### src/rtl/bus_xbar_pkg.sv
// Shared types and helpers for the round-robin bus crossbar: index widths,
// the in-order tracker entry, and the data returned with local error responses.
package bus_xbar_pkg;

  localparam int MaxHostIdxW = 3;  // up to 8 hosts
  localparam int MaxDevIdxW  = 4;  // up to 16 devices

  // Local error responses (decode miss, timeout) return all-zero read data.
  localparam logic [255:0] ErrRdata = '0;

  function automatic int HostIdxW(input int nr_hosts);
    return (nr_hosts <= 1) ? 1 : $clog2(nr_hosts);
  endfunction

  function automatic int DevIdxW(input int nr_devices);
    return (nr_devices <= 1) ? 1 : $clog2(nr_devices);
  endfunction

  typedef struct packed {
    logic [MaxHostIdxW-1:0] host_idx;
    logic [MaxDevIdxW-1:0]  dev_idx;
    logic                   miss;
  } trk_entry_t;

endpackage

### src/rtl/bus_rr_arbiter.sv
// Round-robin arbiter: one grant per cycle, searching upward from the host
// after the last winner. The last-grant pointer moves only on an enabled grant.
module bus_rr_arbiter
  import bus_xbar_pkg::*;
#(
  parameter int NrHosts = 2,
  localparam int IdxW   = HostIdxW(NrHosts)
) (
  input  logic               i_clk,
  input  logic               i_rst,
  input  logic [NrHosts-1:0] i_req,
  input  logic               i_en,
  output logic [NrHosts-1:0] o_gnt,
  output logic [IdxW-1:0]    o_gnt_idx,
  output logic               o_gnt_valid
);

  logic [IdxW-1:0]    r_last_grant;
  logic [NrHosts-1:0] w_req_hi;
  logic [NrHosts-1:0] w_pick;

  // Requests above the last winner take precedence; otherwise wrap to the lowest.
  always_comb begin
    w_req_hi = '0;
    for (int h = 0; h < NrHosts; h++) begin
      w_req_hi[h] = i_req[h] && (IdxW'(h) > r_last_grant);
    end
    w_pick      = (|w_req_hi) ? w_req_hi : i_req;
    o_gnt       = '0;
    o_gnt_idx   = '0;
    o_gnt_valid = |i_req;
    for (int h = NrHosts - 1; h >= 0; h--) begin
      if (w_pick[h]) begin
        o_gnt     = '0;
        o_gnt[h]  = 1'b1;
        o_gnt_idx = IdxW'(h);
      end
    end
  end

  always_ff @(posedge i_clk) begin
    if (i_rst) begin
      r_last_grant <= IdxW'(NrHosts - 1);
    end else if (i_en && o_gnt_valid) begin
      r_last_grant <= o_gnt_idx;
    end
  end

endmodule

### src/rtl/bus_rr_xbar.sv
// N-host / M-device address-decoded bus with round-robin arbitration, an
// in-order outstanding-transaction tracker, local decode-miss errors and a response watchdog.
module bus_rr_xbar
  import bus_xbar_pkg::*;
#(
  parameter int NrHosts        = 2,
  parameter int NrDevices      = 8,
  parameter int DataWidth      = 32,
  parameter int AddressWidth   = 32,
  parameter int MaxOutstanding = 2,
  parameter int TimeoutCycles  = 1024
) (
  input  logic                                      CLK,
  input  logic                                      RST,
  input  logic [NrHosts-1:0]                        host_req_i,
  output logic [NrHosts-1:0]                        host_gnt_o,
  input  logic [NrHosts-1:0][AddressWidth-1:0]      host_addr_i,
  input  logic [NrHosts-1:0]                        host_we_i,
  input  logic [NrHosts-1:0][DataWidth/8-1:0]       host_be_i,
  input  logic [NrHosts-1:0][DataWidth-1:0]         host_wdata_i,
  output logic [NrHosts-1:0]                        host_rvalid_o,
  output logic [NrHosts-1:0][DataWidth-1:0]         host_rdata_o,
  output logic [NrHosts-1:0]                        host_err_o,
  output logic [NrDevices-1:0]                      device_req_o,
  output logic [NrDevices-1:0][AddressWidth-1:0]    device_addr_o,
  output logic [NrDevices-1:0]                      device_we_o,
  output logic [NrDevices-1:0][DataWidth/8-1:0]     device_be_o,
  output logic [NrDevices-1:0][DataWidth-1:0]       device_wdata_o,
  input  logic [NrDevices-1:0]                      device_rvalid_i,
  input  logic [NrDevices-1:0][DataWidth-1:0]       device_rdata_i,
  input  logic [NrDevices-1:0]                      device_err_i,
  input  logic [NrDevices-1:0][AddressWidth-1:0]    cfg_device_addr_base_i,
  input  logic [NrDevices-1:0][AddressWidth-1:0]    cfg_device_addr_mask_i,
  output logic                                      fault_o,
  output logic [$clog2(MaxOutstanding+1)-1:0]       outstanding_o
);

  localparam int HostW = HostIdxW(NrHosts);
  localparam int DevW  = DevIdxW(NrDevices);
  localparam int CntW  = $clog2(MaxOutstanding + 1);
  localparam int PtrW  = (MaxOutstanding <= 1) ? 1 : $clog2(MaxOutstanding);
  localparam int TmrW  = $clog2(TimeoutCycles + 1);
  localparam int BeW   = DataWidth / 8;

  // Handshake: a request is accepted in the cycle host_gnt_o is high (no
  // ready/valid backpressure beyond that); responses are single-cycle pulses of
  // host_rvalid_o with rdata/err valid only in that cycle, delivered in grant order.

  trk_entry_t             r_fifo [MaxOutstanding];
  logic [PtrW-1:0]        r_wptr;
  logic [PtrW-1:0]        r_rptr;
  logic [CntW-1:0]        r_count;
  logic [TmrW-1:0]        r_timer;
  logic                   r_fault;

  logic                   w_can_grant;
  logic [NrHosts-1:0]     w_arb_req;
  logic [NrHosts-1:0]     w_gnt;
  logic [HostW-1:0]       w_gnt_idx;
  logic                   w_gnt_valid;
  logic [AddressWidth-1:0] w_sel_addr;
  logic                   w_sel_we;
  logic [BeW-1:0]         w_sel_be;
  logic [DataWidth-1:0]   w_sel_wdata;
  logic                   w_hit;
  logic [DevW-1:0]        w_dev_idx;
  trk_entry_t             w_push_entry;
  trk_entry_t             w_head;
  logic                   w_empty;
  logic                   w_dev_rvalid;
  logic [DataWidth-1:0]   w_dev_rdata;
  logic                   w_dev_err;
  logic                   w_timeout;
  logic                   w_local_err;
  logic                   w_pop;
  logic [DataWidth-1:0]   w_resp_rdata;
  logic                   w_resp_err;

  function automatic logic [PtrW-1:0] ptr_inc(input logic [PtrW-1:0] p);
    return (p == PtrW'(MaxOutstanding - 1)) ? '0 : p + PtrW'(1);
  endfunction

  // A full tracker blocks grants even if the head pops in the same cycle.
  assign w_can_grant = !RST && !r_fault && (r_count < CntW'(MaxOutstanding));
  assign w_arb_req   = host_req_i & {NrHosts{w_can_grant}};

  bus_rr_arbiter #(.NrHosts(NrHosts)) u_arbiter (
    .i_clk      (CLK),
    .i_rst      (RST),
    .i_req      (w_arb_req),
    .i_en       (1'b1),
    .o_gnt      (w_gnt),
    .o_gnt_idx  (w_gnt_idx),
    .o_gnt_valid(w_gnt_valid)
  );

  assign host_gnt_o = w_gnt;

  always_comb begin
    w_sel_addr  = '0;
    w_sel_we    = 1'b0;
    w_sel_be    = '0;
    w_sel_wdata = '0;
    for (int h = 0; h < NrHosts; h++) begin
      if (w_gnt[h]) begin
        w_sel_addr  = host_addr_i[h];
        w_sel_we    = host_we_i[h];
        w_sel_be    = host_be_i[h];
        w_sel_wdata = host_wdata_i[h];
      end
    end
  end

  // Descending scan so the lowest matching device index wins overlapping windows.
  always_comb begin
    w_hit     = 1'b0;
    w_dev_idx = '0;
    for (int d = NrDevices - 1; d >= 0; d--) begin
      if ((w_sel_addr & cfg_device_addr_mask_i[d]) == cfg_device_addr_base_i[d]) begin
        w_hit     = 1'b1;
        w_dev_idx = DevW'(d);
      end
    end
  end

  always_comb begin
    device_req_o   = '0;
    device_addr_o  = '0;
    device_we_o    = '0;
    device_be_o    = '0;
    device_wdata_o = '0;
    for (int d = 0; d < NrDevices; d++) begin
      if (w_gnt_valid && w_hit && (w_dev_idx == DevW'(d))) begin
        device_req_o[d]   = 1'b1;
        device_addr_o[d]  = w_sel_addr;
        device_we_o[d]    = w_sel_we;
        device_be_o[d]    = w_sel_be;
        device_wdata_o[d] = w_sel_wdata;
      end
    end
  end

  always_comb begin
    w_push_entry          = '0;
    w_push_entry.host_idx = MaxHostIdxW'(w_gnt_idx);
    w_push_entry.dev_idx  = MaxDevIdxW'(w_dev_idx);
    w_push_entry.miss     = !w_hit;
  end

  assign w_head  = r_fifo[r_rptr];
  assign w_empty = (r_count == '0);

  // Only the head's device is listened to; other rvalids are dropped.
  always_comb begin
    w_dev_rvalid = 1'b0;
    w_dev_rdata  = '0;
    w_dev_err    = 1'b0;
    for (int d = 0; d < NrDevices; d++) begin
      if (w_head.dev_idx == MaxDevIdxW'(d)) begin
        w_dev_rvalid = device_rvalid_i[d];
        w_dev_rdata  = device_rdata_i[d];
        w_dev_err    = device_err_i[d];
      end
    end
  end

  assign w_timeout = !RST && !w_empty && !w_head.miss && !w_dev_rvalid &&
                     (r_timer == TmrW'(TimeoutCycles - 1));
  assign w_local_err  = w_head.miss || w_timeout;
  assign w_pop        = !RST && !w_empty && (w_head.miss || w_dev_rvalid || w_timeout);
  assign w_resp_rdata = w_local_err ? ErrRdata[DataWidth-1:0] : w_dev_rdata;
  assign w_resp_err   = w_local_err ? 1'b1 : w_dev_err;

  always_comb begin
    host_rvalid_o = '0;
    host_rdata_o  = '0;
    host_err_o    = '0;
    for (int h = 0; h < NrHosts; h++) begin
      if (w_pop && (w_head.host_idx == MaxHostIdxW'(h))) begin
        host_rvalid_o[h] = 1'b1;
        host_rdata_o[h]  = w_resp_rdata;
        host_err_o[h]    = w_resp_err;
      end
    end
  end

  always_ff @(posedge CLK) begin
    if (RST) begin
      r_wptr  <= '0;
      r_rptr  <= '0;
      r_count <= '0;
      r_timer <= '0;
      r_fault <= 1'b0;
      for (int i = 0; i < MaxOutstanding; i++) begin
        r_fifo[i] <= '0;
      end
    end else begin
      if (w_gnt_valid) begin
        r_fifo[r_wptr] <= w_push_entry;
        r_wptr         <= ptr_inc(r_wptr);
      end
      if (w_pop) begin
        r_rptr <= ptr_inc(r_rptr);
      end
      r_count <= r_count + CntW'(w_gnt_valid) - CntW'(w_pop);
      if (w_pop || w_empty) begin
        r_timer <= '0;
      end else if (!w_head.miss) begin
        r_timer <= r_timer + TmrW'(1);
      end
      if (w_timeout) begin
        r_fault <= 1'b1;
      end
    end
  end

  assign fault_o       = r_fault;
  assign outstanding_o = r_count;

endmodule

### config.mk
export PLATFORM = sky130hd
export DESIGN_NAME = bus_rr_xbar
export DESIGN_NICKNAME = d
export VERILOG_FILES = /design/src/rtl/bus_xbar_pkg.sv /design/src/rtl/bus_rr_arbiter.sv /design/src/rtl/bus_rr_xbar.sv
export SDC_FILE = /design/constraint.sdc
export NUM_CORES = 1
export LEC_CHECK = 0
export BUFFER_PORTS_ARGS = -buffer_cell sky130_fd_sc_hd__buf_2
export CAP_MARGIN = 20
export CORE_AREA = 2 2 606 608
export DETAILED_ROUTE_END_ITERATION = 10
export DIE_AREA = 0 0 608 610
export GPL_TIMING_DRIVEN = 0
export REMOVE_ABC_BUFFERS = 1
export SLEW_MARGIN = 10
export SYNTH_ARGS = -nofsm -noshare
export SYNTH_HDL_FRONTEND = slang
export SYNTH_SLANG_ARGS = --single-unit
### constraint.sdc
create_clock -name CLK -period 7.6 [get_ports CLK]
set_input_delay 0.76 -clock CLK [delete_from_list [all_inputs] [get_ports CLK]]
set_output_delay 0.76 -clock CLK [all_outputs]
set_load 0.05 [all_outputs]
# ---- Word level (Yosys, flattened, before mapping)
# Memories as Yosys holds them, arrays and structs flattened. A register that Yosys moved wholly into a read port is not among the register bits.
# Index checks and enable logic that the tools add are counted.
dict set report totals {
  regBits 17
  ram_bits 10
  inputBits 926
  out_inout_bits 633
  wordCells 199
  mem_count 1
}
# memory words word_bits read_ports rd_clocked_by_memory_dff wr line
set mem_list {}
lappend mem_list {r_fifo 2 5 1 1 2 bus_rr_xbar.sv:49} ;# trk_entry_t r_fifo [MaxOutstanding];
dict set report op_classes {
  add_sub_neg 5
  magnitude_cmp 3
  n_eq_ne 24
  n_mux 113
  n_bitwise 9
  reduce_logical 38
}
# operator count
set ops {}
lappend ops {{$mux 32} 31}
lappend ops {{$and 32x32->32} 8}
lappend ops {{$eq 32x32->1} 8}
lappend ops {{$mux 1} 60}
lappend ops {{$mux 4} 10}
lappend ops {{$mux 3} 8}
lappend ops {{$logic_and 1x1->1} 20}
lappend ops {{$eq 4x3->1 const B} 4}
lappend ops {{$eq 3x3->1 const B} 4}
lappend ops {{$add 11x1->11 const B} 1}
lappend ops {{$eq 11x10->1 const B} 1}
lappend ops {{$eq 4x2->1 const B} 2}
lappend ops {{$eq 3x1->1 const B} 2}
lappend ops {{$eq 3x2->1 const B} 2}
lappend ops {{$logic_not 1->1} 6}
lappend ops {{$logic_not 3->1} 2}
lappend ops {{$mux 2} 3}
lappend ops {{$reduce_or 2->1} 3}
lappend ops {{$mux 5} 1}
lappend ops {{$reduce_or 5->1} 1}
lappend ops {{$eq 4x1->1 const B} 1}
lappend ops {{$logic_not 4->1} 1}
lappend ops {{$logic_or 1x1->1} 4}
lappend ops {{$add 1x1->1 const B} 2}
lappend ops {{other kinds (6)} 7}

# ---- Depth between registers and ports, before layout
# Gate-level depths: netlist of the first run.
dict set report logic_depth {
  depth_word 24
  mapped_depth 19
  ltp_nobuf 14
}

# ---- Cells and area by module
# Synthesis of the first run repeated with hierarchy kept, for this count alone.
dict set report hier_totals {
  hier_cells 2557
  hier_area_um2 16854.9
}
# module n_inst cells_per_inst area_each_um2 seq_area_each_um2
set by_module_without_submodules {}
lappend by_module_without_submodules {bus_rr_xbar 1 2548 16779.8 640.6}
lappend by_module_without_submodules {bus_rr_arbiter 1 9 75.1 20.0}

# ---- Worst setup path after synthesis of the first run
# OpenSTA, ideal clock, no wires.
dict set report synth_timing {
  path_type {input to output}
  start {in host_req_i[0]}
  end {out device_be_o[31] in the netlist's numbering}
  arrival_ns 4.770
  required_ns 6.840
  setup_slack_ns 2.070
  stages 17
  n_path_buf 6
  cell_sequence {buf_2 -> a21boi_4 -> buf_6 -> buf_6 -> buf_6 -> nand3_1 -> a21boi_1 -> xor2_1 -> a2111oi_0 -> nand4_1 -> or4_1 -> o21ai_0 -> a21boi_1 -> o21a_1 -> buf_2 -> buf_2 -> nor3_1}
}
# item line
set synth_lines {}
lappend synth_lines {{start: declaration} bus_rr_xbar.sv:15} ;# input logic [NrHosts-1:0] host_req_i,
lappend synth_lines {{end: declaration} bus_rr_xbar.sv:27} ;# output logic [NrDevices-1:0][DataWidth/8-1:0] device_be_o,

==> flow_summary_export.csv, run 1 <==
group,metric,value,unit
status,run_status,"finished with violations",
status,violations,"max-slew violations",
die,die_h,610,um
clocking,clkTransAtPathRegs,70,ps
route,wl_met3,37.7,mm
sta,setup_viol,0,
sta,fin_crit_sh,0.994,
die,die_area,0.371,mm2
die,die_w,608,um
setup_path,critPathLaunchType,"primary input",
sta,relSlewSlack,-0.0123,
sta,fmax,132,MHz
sta,period_needed,7550,ps
setup_path,r2r_cells,11,
clocking,insertion_delay,260,ps
clocking,numClockSinks,28,
place,place_congestion,0.984,
finish,layout.cells.most_common_list,"buf_2, nor2_1, xor2_1, nand2_1, a21boi_0",
logic_synthesis,seq_area_frac_synth,0.0510,
run,max-cap-violations,0,
route,wl,331,mm
logic_synthesis,ys.flop_type,"dfxtp_1",
logic_synthesis,syn_inst,2082,
setup_path,cp.arrival,6790,ps
route,post_drt_wl_per_cell,38.2,um
die,io_pins,1559,
pwr,internal-power,1.14,mW
sta,fin_ws,49.3,ps
die,core,0.364,mm2
pwr,p_switching,2.20,mW
pwr,clock_power_share,0.039,
place,port_buffers,1558,
pwr,power.density,112,mW/mm2
clocking,cts_tree,"built",
die,start_util,0.0356,
setup_path,crit_end,"device_addr_o[246]",
setup_path,crit_path_end_kind,"output pin",
pwr,finalPower,3.34,mW
pwr,irDropWorstVdd,121,uV
pwr,switching_share,0.658,
setup_path,startpoint,"host_req_i[0]",
clocking,cts_max_path_buffers,2,
sta,worst_pin_slew,1520,ps
route,met1_length,101,mm
die,row_count,222,
finish,fillCellCount,43200,
finish,area_growth_syn_to_layout,130,%
logic_synthesis,synth-adder-area-share,0.00290,
logic_synthesis,syn_avg_cell_area,6.23,um2
finish,multi_input_area,0.0120,mm2
logic_synthesis,synthMuxAreaShare,0.0620,
min_path,min_path_type,"reg -> reg",
logic_synthesis,ys_ff_latch,28,
route,avgViaCountPerCell,3.03,
logic_synthesis,synthArstFlopShare,0,
grt,grt.overflow.total,0,
setup_path,worst-r2r-setup-slack,1540,ps
logic_synthesis,synth_edf_count,10,
sta,finalClockSkew,2.23,ps
min_path,hold_path.startpoint,"r_timer[10]$_SDFFE_PP0N_",
grt,grt_pass1_vias,22700,
pwr,power_frac_seq,0.061,
grt,antenna_found_initial,507,
place,place_inst,8379,
logic_synthesis,ys_types,55,
place,dpl_worst_slack,-2170,ps
logic_synthesis,synth_compound_area_frac,0.237,
logic_synthesis,synth_top_family_by_area,"simple AND/OR/NAND/NOR gates",
sta,drv_slew,7,
finish,instances_no_fill,8656,
route,drtIter0Drc,2307,
grt,grt_max_degree,82,
route,route.detailed.drc,0,
sta,hold_violations,0,
logic_synthesis,synth_area,0.0130,mm2
setup_path,path_max_fanout,46,
finish,final_layout_size_suffix_gt1_frac,0.524,
sta,rsz0062_at_grt,"no",
logic_synthesis,ys_warn_count,0,
clocking,cts_made_buffers,3,
clocking,ctsHoldBuffers,0,
setup_path,worstReg2RegEnd,"r_fifo[1][1]$_SDFFCE_PN0P_",
finish,final_nets,4564,
route,top_layer,"met5",
route,wl_met2,174,mm
clocking,htreeDepth,1,
setup_path,cp_data_required_time,6840,ps
route,dr.pass1.iters,7,
grt,grt_first_pass_wirelength,378,mm
route,num_vias,26200,
clocking,root_buffer,"clkbuf_16",
setup_path,r2r-start,"u_arbiter.r_last_grant$_SDFFE_PP1N_",
pwr,leakage,12.7,nW
setup_path,critPathKind,"in -> out",
finish,final_common_cell,"buf_2",
route,ant_nets,0,
logic_synthesis,synth-simple-area-share,0.410,
sta,hold_slack,455,ps
finish,utilization,0.0817,
place,place_hpwl,297,mm
grt,grt_use_total,0.170,
finish,regArea,661,um2
pwr,p_comb_frac,0.900,
logic_synthesis,synth_xor_area_frac,0.161,
==> critical path, stage by stage <==
cell and delay [ps]:
buf_4 230, buf_16 220, a21boi_4 370, buf_12 160, buf_12 190, nand3_4 190, buf_4 220, a21boi_0 510
xor2_1 200, nor4_4 560, nand4_1 300, or3_1 580, o21ai_0 400, a21boi_4 210, o21a_4 280, buf_16 160
buf_16 220, nor3_1 270, buf_2 360
==> synth_stat cells (all sizes together) (9+ instances only) <==
cell type	count	area share
a2111oi	22	0.015
a211oi	28	0.016
a21boi	183	0.11
a21o	28	0.016
a21oi	54	0.021
a22oi	48	0.028
a311oi	9	0.0061
and2	35	0.017
buf	96	0.043
clkbuf	99	0.029
dfxtp	18	0.028
edfxtp	10	0.023
inv	12	0.0035
mux2i	15	0.012
mux4	28	0.049
nand2	154	0.046
nand2b	71	0.035
nand3	81	0.033
nand4	62	0.030
nor2	496	0.14
nor2b	38	0.018
nor3	151	0.063
nor4	23	0.011
o211ai	23	0.013
o21ai	16	0.0062
xnor2	58	0.039
xor2	181	0.12
==> stage by stage <==
step / instance area (um2) / setup TNS [ps]
2_1_floorplan: 12000 / -767690
3_3_place_gp: 25900 / -8692210
3_5_place_dp: 28100 / -801250
4_1_cts: 29100 / 0
5_1_grt: 29600 / 0
6_report: 29800 / 0
==> what timing repair did <==
item / CTS / global route
setup endpoints to repair: 562 / 190
gates cloned: 5 / 0
pin swaps: 26 / 5
buffers inserted: 55 / 7
resized for setup: 97 / 8
==> worst min path at each step <==
stage          depth (start not counted)                        to
2_1_floorplan                          2  r_timer[10]$_SDFFE_PP0N_
3_3_place_gp                           2  r_timer[10]$_SDFFE_PP0N_
3_5_place_dp                           2  r_timer[10]$_SDFFE_PP0N_
4_1_cts                                2  r_timer[10]$_SDFFE_PP0N_
6_report                               2  r_timer[10]$_SDFFE_PP0N_
5_1_grt                                2  r_timer[10]$_SDFFE_PP0N_
==> registers in the layout, indices dropped and copies added, names as in the netlist, named ones only <==
signal                  flops
r_fifo                     10
outstanding_o               2
r_timer                    11
r_rptr                      1
fault_o                     1
u_arbiter.r_last_grant      1
r_wptr                      1
==> routing by layer <==
metal | up-vias | global-route usage
met5 | - | 0.000258
met4 | 206 | 0.0688
met3 | 1053 | 0.0813
met2 | 2356 | 0.323
met1 | 12000 | 0.153
li1 | 10600 | -
==> power groups by stage <==
| stage | sequential [mW] | combinational, mW | clock [mW] |
|---|---|---|---|
| 2_1_floorplan | 0.211 | 1.02 | 0 |
| 3_3_place_gp | 0.200 | 2.72 | 0 |
| 3_5_place_dp | 0.207 | 2.99 | 0 |
| 4_1_cts | 0.205 | 3.09 | 0.133 |
| 5_1_grt | 0.208 | 3.15 | 0.138 |
| 6_report | 0.205 | 3.00 | 0.129 |
==> cell families after synthesis <==
logic type                 Yosys count
AOI/OAI and AO/OA                  425
xor gates and xnor gates           239
adders and majority gates            3
buffers and inverters              207
DFF                                 28
muxes                               45
and+or+nand+nor                   1135
==> layout make-up <==
| class | instances | area share |
|---|---|---|
| inverters | 12 | 0.00160 |
| well taps | 4816 | 0.203 |
| repair buffers | 1740 | 0.350 |
| multi-input cells | 1850 | 0.403 |
| diodes | 206 | 0.0173 |
| clock buffers | 4 | 0.00299 |
| flip-flops and latches | 28 | 0.0222 |
(Power assumes the default switching activity.)
==> run 2: changes to the inputs <==
- BUFFER_PORTS_ARGS: -buffer_cell sky130_fd_sc_hd__buf_2 -> -buffer_cell sky130_fd_sc_hd__clkbuf_2
- CORE_AREA: 2 2 606 608 -> 2 2 614 616
- DIE_AREA: 0 0 608 610 -> 0 0 616 618
- SYNTH_HIERARCHICAL: not set -> 1
==> run 2 against run 1 <==
The flow finishes with violations (negative setup slack). Non-clock buffer count rose by 31. Sequential power fell by 3%. Clock skew rose by 9.3 ps. Core utilization rose by 1.0 points. Sequential share of layout area fell by 0.30 points. Combinational power rose by 21%. Wire length fell by 8.2%. Design area rose by 16%. Area after synthesis rose by 30%. Clock-buffer cell count did not move. Flip-flop and latch count did not move. Global-route usage fell by 2.0 points. Largest cell class unchanged. Highest routed layer unchanged.
==> flow_summary_export.csv, run 2 <==
group,metric,value,unit
route,drtIter0Drc,3669,
logic_synthesis,ys_ff_latch,28,
grt,grt_max_degree,61,
clocking,htreeDepth,1,
logic_synthesis,synth_largest_area_cell,"nor2_1",
finish,fillCellCount,43900,
sta,setup_viol,1,
grt,met3_usage,0.0393,
sta,hold_slack,460,ps
sta,fin_ws,-25.9,ps
pwr,power.density,115,mW/mm2
grt,met2_usage,0.287,
logic_synthesis,synth_edf_count,10,
min_path,min_path_type,"reg -> reg",
logic_synthesis,ys_types,57,
finish,final_nets,4946,
route,dr.pass1.iters,9,
grt,grt_pass1_vias,27400,
clocking,cts_max_path_buffers,2,
pwr,irDropWorstVdd,78.1,uV
finish,multi_input_area,0.0157,mm2
pwr,finalPower,3.97,mW
sta,hold_violations,0,
finish,final_common_cell,"clkbuf_2",
setup_path,path_max_fanout,58,
sta,rsz0062_at_grt,"yes",
die,die_w,616,um
die,row_count,225,
grt,grt_first_pass_wirelength,359,mm
sta,relSlewSlack,0.0794,
run,max-cap-violations,0,
finish,top_register,"r_timer",
route,route.detailed.drc,0,
route,avgViaCountPerCell,3.46,
status,violations,"negative setup slack",
finish,area_growth_syn_to_layout,104,%
logic_synthesis,synthArstFlopShare,0,
status,run_status,"finished with violations",
grt,grt.overflow.total,0,
route,wl,304,mm
sta,period_needed,7630,ps
sta,finalClockSkew,11.6,ps
finish,regArea,661,um2
route,num_vias,31600,
die,die_h,618,um
route,post_drt_wl_per_cell,33.3,um
clocking,insertion_delay,290,ps
logic_synthesis,synth_top_area_share,0.118,
clocking,cts_made_buffers,3,
clocking,root_buffer,"clkbuf_16",
finish,layout.cells.most_common_list,"clkbuf_2, nor2_1, and3_1, o211a_1, a311oi_1",
die,io_pins,1559,
logic_synthesis,synth_area_leaders,"nor2_1, o211a_1, a311oi_1, and3_1, nor4_2",
grt,grt_use_total,0.150,
setup_path,critPathKind,"in -> out",
clocking,cts_tree,"built",
clocking,numClockSinks,28,
setup_path,cp.arrival,6870,ps
pwr,leakage,15.8,nW
setup_path,crit_path_end_kind,"output pin",
clocking,clkTransAtPathRegs,80,ps
sta,fin_crit_sh,1.00,
setup_path,critPathLaunchType,"primary input",
die,start_util,0.0450,
logic_synthesis,synth.most_common_cell,"nor2_1",
route,ant_nets,0,
finish,stdcell_area,0.0344,mm2
die,core,0.374,mm2
place,place_hpwl,273,mm
logic_synthesis,ys.flop_type,"dfxtp_1",
logic_synthesis,synth_area,0.0169,mm2
sta,worst_pin_slew,1370,ps
logic_synthesis,seq_area_frac_synth,0.0392,
place,placed_cell_area,0.0336,mm2
place,port_buffers,1558,
finish,largest_register_ffs,11,
grt,met1_usage,0.147,
setup_path,cp_data_required_time,6840,ps
sta,fmax,131,MHz
logic_synthesis,synth_common_cells,"nor2_1, clkbuf_1, and3_1",
grt,antenna_found_initial,209,
finish,final_layout_size_suffix_gt1_frac,0.506,
sta,drv_slew,0,
grt,grt-busiest-layer,"met2",
logic_synthesis,ys_warn_count,6,
logic_synthesis,syn_avg_cell_area,6.59,um2
place,place_congestion,0.938,
logic_synthesis,syn_inst,2557,
die,die_area,0.381,mm2
## run 2: cell types whose count changed after synthesis, sizes merged, moves of 94 or more
cell | previous run | this run
a311oi | 9 | 192
and3 | 3 | 193
a21boi | 183 | 2
clkbuf | 99 | 214
nor3 | 151 | 57
xor2 | 181 | 6
o211a | 0 | 186
## run 2: cells by family (layout without fill, tap and decap cells)
kind of cell / after synthesis / count (layout) / share of synthesized area
buffers and inverters: 332 / 1790 / 0.0876
other: 1 / 110 / 0.000222
flip-flops: 28 / 28 / 0.0392
multiplexers: 19 / 19 / 0.0156
AO/OA/AOI/OAI: 878 / 878 / 0.437
AND/OR/NAND/NOR: 1283 / 1283 / 0.412
XOR/XNOR: 13 / 13 / 0.00676
adder cells (fa/ha/maj): 3 / 3 / 0.00223
## run 2: worst paths after layout
| kind | slack [ps] | to | start | cells past startpoint |
|---|---|---|---|---|
| setup / recovery | -30 | device_be_o[27] | RST | 23 |
| hold / removal | 460 | r_timer[10]$_SDFFE_PP0N_ | r_timer[10]$_SDFFE_PP0N_ | 2 |
| setup reg to reg | 2480 | r_fifo[0][0]$_SDFFCE_PN0P_ | outstanding_o[1]$_SDFF_PP0_ | 19 |
| hold reg to reg | 460 | r_timer[10]$_SDFFE_PP0N_ | r_timer[10]$_SDFFE_PP0N_ | 2 |
## run 2: layer usage
layer / vias to the layer above / routed length (um)
met5: - / 460
met4: 60 / 19800
met3: 719 / 24400
met2: 2530 / 160000
met1: 15100 / 99000
li1: 13200 / -
## run 2: cell type report
cell class                      count  area share
Timing Repair Buffer             1771       0.331
Clock buffer                        4     0.00258
Inverter                           15     0.00164
Sequential cell                    28      0.0192
Multi-Input combinational cell   2198       0.456
Antenna cell                      108     0.00786
Tap cell                         4994       0.182
## run 2: critical path, stage by stage
cell and delay (ps):
clkbuf_4 240, nor3_4 230, and2_2 250, a21boi_4 330, buf_16 200, buf_12 180
nor2b_4 240, buf_16 190, buf_12 190, buf_16 210, buf_12 210, a311oi_1 110
o211ai_1 790, buf_8 220, nor4b_4 80, nand4_1 130, buf_6 160, nand4_1 150
or4b_4 650, buf_16 240, buf_16 240, a211oi_1 320, buf_4 260
## run 2: power by group
group | leakage (nW) | internal (mW) | switching, mW | total (mW)
Combinational | 15.5 | 1.13 | 2.51 | 3.63
Clock | 0.0448 | 0.0811 | 0.0585 | 0.140
Sequential | 0.252 | 0.174 | 0.0256 | 0.199
Total | 15.8 | 1.38 | 2.59 | 3.97
## run 2: through the flow
step | instances | setup TNS [ps] | util | worst slack [ps]
2_1_floorplan | 2241 | - | - | -54400
3_3_place_gp | 8793 | - | 0.0788 | -191330
3_5_place_dp | 8981 | -667260 | 0.0898 | -1700
4_1_cts | 9003 | -1.86 | 0.0908 | -1.86
5_1_grt | 9069 | -0.428 | 0.0916 | -0.428
6_report | 9118 | -25.9 | 0.0919 | -25.9
## run 2: repair_timing
item	in CTS	in global routing
gates resized for setup	40	37
setup endpoints to repair	560	162
pin swaps	9	6
buffers inserted	17	3
hold buffers	0	0
cloned	1	0
